===== src/rtl/mips_pkg.sv =====
// rtl/mips_pkg.sv - shared fetch-stage types, instruction field positions and reset PC
package mips_pkg;

  typedef enum logic [1:0] {
    ST_BOOT  = 2'd0,
    ST_FETCH = 2'd1,
    ST_EXEC  = 2'd2
  } ifu_state_e;

  localparam logic [31:0] DEFAULT_RESET_PC = 32'h0000_3000;

  localparam int OPCODE_MSB = 31;
  localparam int OPCODE_LSB = 26;
  localparam int RS_MSB     = 25;
  localparam int RS_LSB     = 21;
  localparam int RT_MSB     = 20;
  localparam int RT_LSB     = 16;
  localparam int RD_MSB     = 15;
  localparam int RD_LSB     = 11;
  localparam int FUNCT_MSB  = 5;
  localparam int FUNCT_LSB  = 0;
  localparam int IMM_MSB    = 15;
  localparam int IMM_LSB    = 0;
  localparam int JIDX_MSB   = 25;
  localparam int JIDX_LSB   = 0;

  // Branch displacement in bytes: sign-extended word offset shifted left by 2.
  function automatic logic [31:0] branch_offset(input logic [15:0] imm16);
    return {{14{imm16[15]}}, imm16, 2'b00};
  endfunction

endpackage


===== src/rtl/next_pc.sv =====
// rtl/next_pc.sv - combinational next-PC select: jump, taken branch or fall-through
module next_pc
  import mips_pkg::*;
(
  input  logic [31:0] pc4,
  input  logic [25:0] instr_index,
  input  logic [15:0] imm16,
  input  logic        j,
  input  logic        b,
  input  logic        zero,
  output logic [31:0] npc
);

  // Jump has priority over branch; sums wrap modulo 2^32.
  always_comb begin
    npc = pc4;
    if (j) begin
      npc = {pc4[31:28], instr_index, 2'b00};
    end else if (b && zero) begin
      npc = pc4 + branch_offset(imm16);
    end
  end

endmodule


===== src/rtl/instr_fetch_unit.sv =====
// rtl/instr_fetch_unit.sv - MIPS fetch stage (PC, IR, BOOT/FETCH/EXEC FSM); optional IFU_PERF_CNT_EN retire counter
module instr_fetch_unit
  import mips_pkg::*;
#(
  parameter logic [31:0] RESET_PC = DEFAULT_RESET_PC
) (
  input  logic        clk,
  input  logic        reset,
  output logic        imem_req,
  output logic [31:0] imem_addr,
  input  logic        imem_ack,
  input  logic [31:0] imem_rdata,
  input  logic        stall,
  input  logic        J,
  input  logic        B,
  input  logic        Zero,
  output logic [31:0] Instr,
  output logic [5:0]  OpCode,
  output logic [5:0]  Funct,
  output logic [4:0]  Rs,
  output logic [4:0]  Rt,
  output logic [4:0]  Rd,
  output logic [15:0] Imm16,
  output logic [31:0] PC,
  output logic [31:0] PC4,
  output logic        instr_valid
`ifdef IFU_PERF_CNT_EN
  ,
  output logic [31:0] retire_cnt
`endif
);

  ifu_state_e  state_q, state_d;
  logic [31:0] pc_q, pc_d;
  logic [31:0] instr_q, instr_d;
  logic [31:0] npc;

  assign PC        = pc_q;
  assign PC4       = pc_q + 32'd4;
  assign imem_addr = pc_q;
  assign Instr     = instr_q;
  assign OpCode    = instr_q[OPCODE_MSB:OPCODE_LSB];
  assign Rs        = instr_q[RS_MSB:RS_LSB];
  assign Rt        = instr_q[RT_MSB:RT_LSB];
  assign Rd        = instr_q[RD_MSB:RD_LSB];
  assign Funct     = instr_q[FUNCT_MSB:FUNCT_LSB];
  assign Imm16     = instr_q[IMM_MSB:IMM_LSB];

  next_pc u_next_pc (
    .pc4         (PC4),
    .instr_index (instr_q[JIDX_MSB:JIDX_LSB]),
    .imm16       (instr_q[IMM_MSB:IMM_LSB]),
    .j           (J),
    .b           (B),
    .zero        (Zero),
    .npc         (npc)
  );

  // Next-state, PC/IR load and memory-request decode; ack outside FETCH is ignored.
  always_comb begin
    state_d     = state_q;
    pc_d        = pc_q;
    instr_d     = instr_q;
    imem_req    = 1'b0;
    instr_valid = 1'b0;
    case (state_q)
      ST_BOOT: begin
        state_d = ST_FETCH;
      end
      ST_FETCH: begin
        imem_req = 1'b1;
        if (imem_ack) begin
          instr_d = imem_rdata;
          state_d = ST_EXEC;
        end
      end
      ST_EXEC: begin
        instr_valid = 1'b1;
        if (!stall) begin
          pc_d    = npc;
          state_d = ST_FETCH;
        end
      end
      default: begin
        state_d = ST_BOOT;
      end
    endcase
  end

  // State, PC and IR registers; reset aborts any transaction in flight.
  always_ff @(posedge clk or posedge reset) begin
    if (reset) begin
      state_q <= ST_BOOT;
      pc_q    <= RESET_PC;
      instr_q <= 32'h0;
    end else begin
      state_q <= state_d;
      pc_q    <= pc_d;
      instr_q <= instr_d;
    end
  end

`ifdef IFU_PERF_CNT_EN
  logic [31:0] retire_cnt_q, retire_cnt_d;

  assign retire_cnt = retire_cnt_q;

  // An instruction retires on every EXEC cycle that is not stalled.
  always_comb begin
    retire_cnt_d = retire_cnt_q;
    if (state_q == ST_EXEC && !stall) begin
      retire_cnt_d = retire_cnt_q + 32'd1;
    end
  end

  // Retired-instruction counter register, wraps at 2^32.
  always_ff @(posedge clk or posedge reset) begin
    if (reset) begin
      retire_cnt_q <= 32'h0;
    end else begin
      retire_cnt_q <= retire_cnt_d;
    end
  end
`endif

endmodule

===== config.mk =====
export PLATFORM = sky130hd
export DESIGN_NAME = instr_fetch_unit
export DESIGN_NICKNAME = d
export VERILOG_FILES = /design/src/rtl/mips_pkg.sv /design/src/rtl/next_pc.sv /design/src/rtl/instr_fetch_unit.sv
export SDC_FILE = /design/constraint.sdc
export NUM_CORES = 1
export LEC_CHECK = 0
export BUFFER_PORTS_ARGS = -buffer_cell sky130_fd_sc_hd__buf_2
export CAP_MARGIN = 5
export CORE_ASPECT_RATIO = 1.5
export CORE_UTILIZATION = 40
export DETAILED_ROUTE_END_ITERATION = 6
export HOLD_SLACK_MARGIN = 0.08
export MAX_ROUTING_LAYER = met4
export PLACE_DENSITY = 0.7
export SLEW_MARGIN = 10
export SYNTH_ARGS = -nofsm -noshare
export SYNTH_HDL_FRONTEND = slang
export SYNTH_SLANG_ARGS = --single-unit

===== constraint.sdc =====
create_clock -name clk -period 3.8 [get_ports clk]
set_input_delay 0 -clock clk [delete_from_list [all_inputs] [get_ports clk]]
set_output_delay 0 -clock clk [all_outputs]
set_load 0.1 [all_outputs]

# Word level (Yosys, flattened, before mapping)
# Index checks and enable logic that the tools add are counted.
word_totals:
  register_bits: 66
  latch_bits: 0
  inputBits: 39
  output_inout_bits: 173
  n_memories: 0
  elab_cells: 22
  mem_bits_ro: 0
  mem_bits_rw: 0
op_classes:
  n_mux: 7
  add_sub_neg: 2
  n_bitwise: 1
  shift: 0
  n_lt_le_gt_ge: 0
  eq_ne: 4
  multipliers: 0
  n_reduce_logical: 5
  div: 0
ops:
  columns: ["cell", "n"]
  rows:
  - ["32-bit two-way mux", 2]
  - ["32-bit by 3-bit adder with 32-bit output, second input constant", 1]
  - ["32-bit adder", 1]
  - ["2-bit one-hot mux with 3 select lines", 1]
  - ["2-bit AND reduction", 3]
  - ["2-bit two-way mux", 2]
  - ["2-bit inequality test, second input constant", 2]
  - ["2-bit by 1-bit equality test with 1-bit output, second input constant", 1]
  - ["2-bit equality test, second input constant", 1]
  - ["2-bit logical NOT", 1]
  - ["1-bit two-way mux", 2]
  - ["1-bit logical AND", 1]
  - ["1-bit NOT", 1]

# Longest topological paths before layout
# Gate-level depths: netlist of run 1.
depth:
  word_depth: 4
  mapped_depth: 16
  ltp_nobuf: 16

# By module
# A second synthesis of run 1 with hierarchy kept.
hier_totals:
  cells_unflattened: 668
  area_unflattened_um2: 5995.8
modules_own_cells:
  columns: ["module", "n_inst", "cells_each", "area_each_um2", "seq_area_each_um2"]
  rows:
  - ["instr_fetch_unit", 1, 309, 3590.9, 1654.1]
  - ["next_pc", 1, 359, 2404.8, 0.0]

# Least setup slack after synthesis of run 1
# Ideal clock, no wire load.
synth_path:
  kind: "flip-flop to flip-flop"
  start: "register pc_q[2], in the netlist PC[2]"
  end: "register pc_q[29], in the netlist PC[29]"
  path_slack_ps: -2302
  n_path_buf: 1
  setup_ps: 127
  t_arrival_ps: 5975
  required_time_ps: 3673
  stages_incl_launch_ff: 16
  path_cell_list: "dfrtp_1 > ha_1 > nand4_1 > nor3_1 > nand2_1 > nor2_1 > nand2_1 > xnor2_1 > ha_1 > clkbuf_1 > a21o_1 > a21o_1 > a2111oi_4 > a21oi_1 > xor2_1 > a221o_1"
synth_via:
  elab_chain_cells: 4
synth_rtl:
  columns: ["element", "line_no", "source"]
  rows:
  - ["start: declaration", "instr_fetch_unit.sv:34", "logic [31:0] pc_q, pc_d;"]
  - ["start signal: assignment", "instr_fetch_unit.sv:98", "pc_q <= pc_d;"]
  - ["32-bit by 3-bit adder with 32-bit output", "instr_fetch_unit.sv:39", "assign PC4 = pc_q + 32'd4;"]
  - ["named net PC4[24]", "instr_fetch_unit.sv:25", "output logic [31:0] PC4,"]
  - ["32-bit adder", "next_pc.sv:20", "npc = pc4 + branch_offset(imm16);"]
  - ["32-bit two-way mux", "next_pc.sv:19", "end else if (b && zero) begin"]
  - ["32-bit two-way mux", "next_pc.sv:17", "if (j) begin"]
# The timed path passes the listed nets, and every way through them passes these cells.
# A chain may end at the register's enable or synchronous reset.

# Worst setup path in the final report of run 1
layout_path:
  start: "register pc_q[2], in the netlist PC[2]"
  end: "register pc_q[28], in the netlist PC[28]"
layout_via:
  elab_chain_cells: 4
layout_rtl:
  columns: ["element", "line_no"]
  rows:
  - ["32-bit by 3-bit adder with 32-bit output *", "instr_fetch_unit.sv:39"]
  - ["32-bit adder", "next_pc.sv:20"]
  - ["32-bit two-way mux", "next_pc.sv:19"]
  - ["32-bit two-way mux *", "next_pc.sv:17"]
# Mark *: on every way between the ends. The rest lies on a longest branch, timed or not.

==> metrics.txt, run 1 <==
Post-synth top cells buf_4 (81), dfrtp_1 (62), nand2_1 (58); maximum capacitance violations 0; Max Freq around 270 MHz; vias in the first global route 5,447; crit end category register; cell with the largest stage delay on the worst path dfrtp_2; worst r2r path cells 16; core area ~0.014 mm2; synth top area cells dfrtp_1 (27%), buf_4 (11%), ha_1 (7.9%); Die Span Y around 150 um; most numerous cell in the Yosys netlist buf_4; Buffers on Ports 205; cell taking the most area after synthesis dfrtp_1; number of I/O pins 212; final cell count without fillers between 1,000 and 1,500; status finished, final reports clean; worst skew pair latency between 0.3 and 0.4 ns; Initial Util 0.4084; final hold vios 0; first-pass detailed-route iteration total 4; Buf+Inv Stages, Crit Path 3; Nets just over 900; routed vias/inst around 5.4; DR WL/cell 16.97 um; GR Overflow Total 0; Netlist Area Pre-Place between 0.005 and 0.006 mm2; max_slew headroom 0.3179; Top Family by Delay on Critical Path compound AO/OA/AOI/OAI gates; RD Place Congestion roughly 0.9; Placed Cells incl. Taps roughly 990; fin crit period between 3 and 4 ns; register area share after synthesis 0.2807; prevailing post-synth register cell dfrtp_1; Mean Syn Cell Area about 8.6 um2; first-pass GRT wire length about 27,000 um; crit-path cells buf_4, buf_4, nand2_1, nor4_2, buf_4, nand4_1, xnor2_4, ha_1, a21o_1, a21o_1, a21o_1, a21o_1, a2111oi_1, o2bb2ai_1, nor4_1, nand3b_1; number of synthesized flops with an enable pin 0; register area 0.001628 mm2; Synth Register Bits 64; Final Max Tran Viols 0; share of layout cells above drive strength 1 0.4201; Worst Hold Class input pin to register; gr usage total 0.2479; skew final 0.009513 ns; WHS Path Cells 3; Routed Antenna Nets 0; multi-input logic area about 0.0040 mm2; number of library cell types mapped by synthesis slightly below 70; Area Overhead vs Synth 37.31%; most used cell, CP a21o_1; Synth Warn # 0; CTS tree built; DR vias approximately 5,600; 1st-iter DRT viols between 200 and 250; CTS Buffer Depth 2; Post-Syn Instances around 660; diode count 0; FP Rows 53; Startpoint Class register; pin count of the biggest net entering global routing 50; initial antenna violation count 0; critical path depth 16; CP arrival between 3 and 4 ns; Yosys top cell area share 0.2715; CTS H-tree lvls 3; critical path peak fanout 4; Remaining DRCs 0; Num CTS Buffers 9; Worst Tran Pin Value approximately 1.0 ns; TritonCTS Sinks 64; Clock Pin Slew Worst Setup and Hold Paths ~0.060 ns; Die ar. 0.01478 mm2; ys async rst share 1.000; post-route setup TNS 0 ns; chip width 99.59 um; final-layout fill cell count about 1,200; setup violators final 0; required time worst endpoint between 4 and 5 ns; CP max stage delay roughly 0.41 ns; routed wire length roughly 18,000 um; HPWL Detailed ~13,000 um; root buf cell clkbuf_16; fin crit share 0.9626; crit path kind register to register
[layout make-up]
cell class / count / area share
clock buffers: 9 / 0.02870
clock inverters: 7 / 0.01324
inverters: 10 / 0.004784
multi-input cells: 492 / 0.5044
flip-flops and latches: 64 / 0.2075
well taps: 192 / 0.03062
repair buffers: 275 / 0.2108
[worst min-delay path: cells and delay by family]
kind / cells / cell delay, ns
buffers and inverters: 1 / 0.30
AOI/OAI and AO/OA: 2 / 0.28
[kinds of logic after synthesis]
kind of cell               count (synthesis)  share of synthesized area
buffers and inverters                    111                     0.1292
adders and majority gates                 37                    0.08233
muxes                                     38                    0.07357
AOI/OAI and AO/OA                        185                     0.2102
and+or+nand+nor                          177                     0.1482
other                                      1                  0.0006563
xor gates and xnor gates                  49                    0.07510
DFF                                       64                     0.2807
[per-stage QoR]
stage	cell area, um2	utilization	setup slack (ns)	hold slack (ns)
finish	7846	0.5608	0.1423	0.2748
global route	7846	0.5608	-0.01490	0.3007
CTS	7707	0.5508	0.05112	0.2520
detailed placement	7018	0.5016	0.05400	0.2053
global placement	7018	0.5016	0.07740	0.2028
floorplan	6270	-	-0.5674	0.09645
[cells in the final DEF, fill, tap and decap left out, types with 4 or more instances in the layout]
cell           count
mux2_2            32
clkbuf_16          9
nor3_1             6
o22ai_1            5
and3_1            15
xor2_1             6
xor2_4             9
a211oi_1          10
nor2_1            40
a31oi_1            7
o21a_1             4
ha_1              31
a21oi_1           35
clkinv_4           4
mux2i_1            6
inv_1              9
buf_4             33
o211ai_1           7
a21o_1            23
xnor2_4           10
nor2b_1            4
o21ai_1           28
nand4_1            6
conb_1             6
nand2_1           55
xnor2_2            5
o21ai_0           25
dfrtp_1           49
nand3_1           18
buf_2            205
dfrtp_2           13
xnor2_1           16
dlygate4sd3_1     36
o21bai_1           4
ha_4               4
[final timing paths]
| path | slack [ns] | start | to |
|---|---|---|---|
| max in group asynchronous | 2.54 | reset | PC[18] |
| min in group asynchronous | 0.35 | reset | Instr[0] |
| worst max register to register | 0.14 | PC[2] | PC[28] |
| worst min-delay path | 0.27 | J | PC[3] |
| worst max-delay path | 0.14 | PC[2] | PC[28] |
| worst min register to register | 0.52 | Instr[28] | Instr[28] |
[state kept, by name, indices dropped and copies added (netlist names)]
name,count
Instr,32
PC,30
state_q,2
[routing by layer]
layer | share of wire | vias to the layer above | global-route usage | routed length [um]
met4 | 0.041 | 0 | 0.1176 | 726
met2 | 0.53 | 179 | 0.4431 | 9418
met1 | 0.39 | 2726 | 0.2703 | 6940
met3 | 0.040 | 48 | 0.03148 | 713
li1 | - | 2679 | - | -
met5 | 0 | - | - | 0
[what timing repair did]
item	in CTS	in global routing
resized for setup	0	15
endpoints found under the setup margin	0	6
setup buffers	0	10
hold buffers	36	0
hold endpoints to repair	67	0
Power of run 1 is not shown: default switching activity piles up to over one toggle a cycle in this logic, so the estimate is an artifact.
==> run 2, diff against run 1 <==
PLACE_DENSITY = 0.76   (was 0.7)
SYNTH_HIERARCHICAL = 1   (was unset)
==> run 2 against run 1 <==
  * Register-to-register slack got worse by 0.17 ns
  * Area after synthesis rose by 4.9%
  * Cell area rose by 7.3%
  * The flow now finishes with violations (negative setup slack)
  * Wire length rose by 7.9%
  * Flip-flop and latch count rose by 2
  * Critical endpoint is now PC[31]
  * Clock skew fell by 0.0012 ns
  * Via count rose by 3.4%
  * Sequential share of layout area fell by 0.72 points
  * First-iteration DRC count fell by 2.4%
  * Cell count rose by 3.1%
==> metrics.txt, run 2 <==
busiest grt layer met2; number of synthesized flops with an enable pin 0 (unchanged); root buf cell clkbuf_16; share of layout cells above drive strength 1 0.5153 (+0.09518); routed vias/inst 5.387 (+0.33%); Die Span Y 151.9 um (+2.4%); DR vias 5,823 (+3.4%); required time worst endpoint 4.03 ns (about the same); CTS H-tree lvls 3 (unchanged); critical path peak fanout 7 (+3); first-pass detailed-route iteration total 5 (+1); skew final 0.008326 ns (-0.001187 ns); Worst Tran Pin Value 1.083 ns (+0.06005 ns); diode count 0 (unchanged); Netlist Area Pre-Place 0.005996 mm2 (+4.9%); final hold vios 0 (unchanged); WHS Endpoint state_q[1]; Post-synth top cells buf_4 (80), mux2_2 (65), dfrtp_1 (64); Routed Antenna Nets 0 (unchanged); fin crit period 3.830 ns (+0.1726 ns); TritonCTS Sinks 66 (+3.1%); RSZ-0062 raised after global routing yes; Max Freq 261.1 MHz (-4.5%); core area 0.01459 mm2 (+4.3%); initial antenna violation count 0 (unchanged); synth top area cells dfrtp_1 (27%), mux2_2 (12%), buf_4 (10%); routing usage on met1 0.2932 (+0.02287); final-layout fill cell count 1,304 (+4.7%); syn nets roughly 740; setup violators final 1 (+1); CTS tree built; maximum capacitance violations 0 (unchanged); number of I/O pins 212 (unchanged); CP arrival 4.06 ns (+0.18 ns); routed wire length 19,200 um (+7.9%); FF-to-FF setup slack -0.03 ns (-0.17 ns); M3 GR Usage 0.03910 (+0.007613); most frequent cells in the layout buf_2 (211), buf_4 (65), mux2_2 (63), nand2_1 (59), dfrtp_1 (45); Final Max Tran Viols 0 (unchanged); chip width 102.0 um (+2.4%); 1st-iter DRT viols 242 (-2.4%); met2 usage 0.4366 (-0.006494); Post-Syn Instances 668 (+0.91%); RD Place Congestion 0.9406 (+4.9%); gr usage total 0.2620 (+0.01409); multi-input logic area 0.004245 mm2 (+7.3%); fin crit share 1.008 (+0.04541); vias in the first global route 5,803 (+6.5%); failing checks negative setup slack; Synth Register Bits 66 (+3.1%); Critical R2R Capture PC[31]; crit path kind register to register; Synth Warn # 6 (+6); ys async rst share 1.000 (unchanged); Num CTS Buffers 9 (unchanged); crit end category register; max_slew headroom 0.2768 (-0.04118); min-delay src imem_ack; Worst Hold Class input pin to register; Die ar. 0.01549 mm2 (+4.8%); hold slack final 0.2490 ns (-0.02582 ns); Remaining DRCs 0 (unchanged); WHS Path Cells 4 (+1); pre-CTS setup slack -0.1057 ns (-0.1597 ns); CTS Buffer Depth 2 (unchanged); most numerous cell in the Yosys netlist buf_4; DR WL/cell 17.76 um (+4.7%); FP Rows 54 (+1.9%); number of library cell types mapped by synthesis 67 (-2.9%); register area share after synthesis 0.2759 (-0.004833); Startpoint Class register; most common cell after layout, fill and taps aside buf_2; GR Overflow Total 0 (unchanged); Area Overhead vs Synth 40.38%; Yosys top cell area share 0.2671 (-0.004401); crit path from PC[12]; worst r2r path cells 14 (-2); Nets 950 (+2.4%); cell taking the most area after synthesis dfrtp_1; pin count of the biggest net entering global routing 57 (+14%); Clock Pin Slew Worst Setup and Hold Paths 0.06 ns (about the same); status complete, but fails checks; Buffers on Ports 211 (+2.9%); worst skew pair latency 0.35 ns (about the same); Initial Util 0.4108 (+0.002449); prevailing post-synth register cell dfrtp_1; FF-to-FF Start PC[12]; register area 0.001685 mm2 (+3.5%); first-pass GRT wire length 30,240 um (+10%); Mean Syn Cell Area 8.976 um2 (+4.0%); final worst slack -0.03028 ns (-0.1726 ns); Core Util, Final 0.5767 (+0.01597); HPWL Detailed 14,160 um (+7.6%)
-- run 2: changes by cell type after synthesis, moves of 6 or more --
cell and change:
a21o_1 -10, nand4_1 +7, o21ai_1 -19, ha_1 -6
buf_2 +11, mux2_2 +33, and3_1 -11, nor2_1 -12
-- run 2: worst max path at each step --
stage	end	slack (ns)
floorplan	PC[16]	-0.82
global placement	PC[29]	-0.03
detailed placement	PC[31]	-0.11
CTS	PC[29]	0.0001
global route	PC[31]	-0.16
finish	PC[31]	-0.03
-- run 2: cell type report --
type                    instances  share of cell area
inverters                      13            0.005798
clock inverters                 6            0.008176
multi-input cells             479              0.5044
flip-flops and latches         66              0.2002
clock buffers                  10             0.02720
repair buffers                311              0.2251
well taps                     196             0.02914
-- run 2: worst max-delay path: stages, from the launching register on --
cell,delay [ns]
dfstp_4,0.63
nand4_1,0.07
buf_4,0.17
or4_4,0.50
nor4_4,0.28
xor2_4,0.15
ha_4,0.32
and3_4,0.23
nand4_1,0.13
a41oi_1,0.29
inv_1,0.10
o311ai_1,0.30
a211oi_1,0.14
xnor2_1,0.14
mux2_4,0.26
-- run 2: repair_timing --
item / in CTS / in global routing
pin swaps: 3 / 6
setup endpoints to repair: 7 / 9
hold buffers: 35 / 0
endpoints found under the hold margin: 72 / 0
gates resized for setup: 6 / 22
buffers inserted: 2 / 6
-- run 2: routing by layer --
| metal | vias to the layer above | share of wire |
|---|---|---|
| met1 | 2778 | 0.39 |
| met2 | 225 | 0.52 |
| met3 | 63 | 0.045 |
| li1 | 2757 | - |
| met4 | 0 | 0.048 |
| met5 | - | 0 |
-- run 2: logic make-up (layout without fill, tap and decap cells) --
family                     Yosys count  in the layout  share of synthesized area
AOI/OAI and AO/OA                  145            145                     0.1655
buffers and inverters              123            340                     0.1308
and+or+nand+nor                    179            179                     0.1517
muxes                               74             74                     0.1371
xor gates and xnor gates            50             50                    0.07304
DFF                                 66             66                     0.2759
adders and majority gates           31             31                    0.06594
-- run 2: through the flow --
step                       TNS, ns  instances  area (um2)
after global placement    -0.03037       1022        7582
after detailed placement   -0.3313       1022        7582
after CTS                        0       1075        8267
final                     -0.03028       1081        8417
after global routing       -0.4392       1081        8417
after floorplan             -12.52        668        6595
Power of run 2 is left out for the same reason.
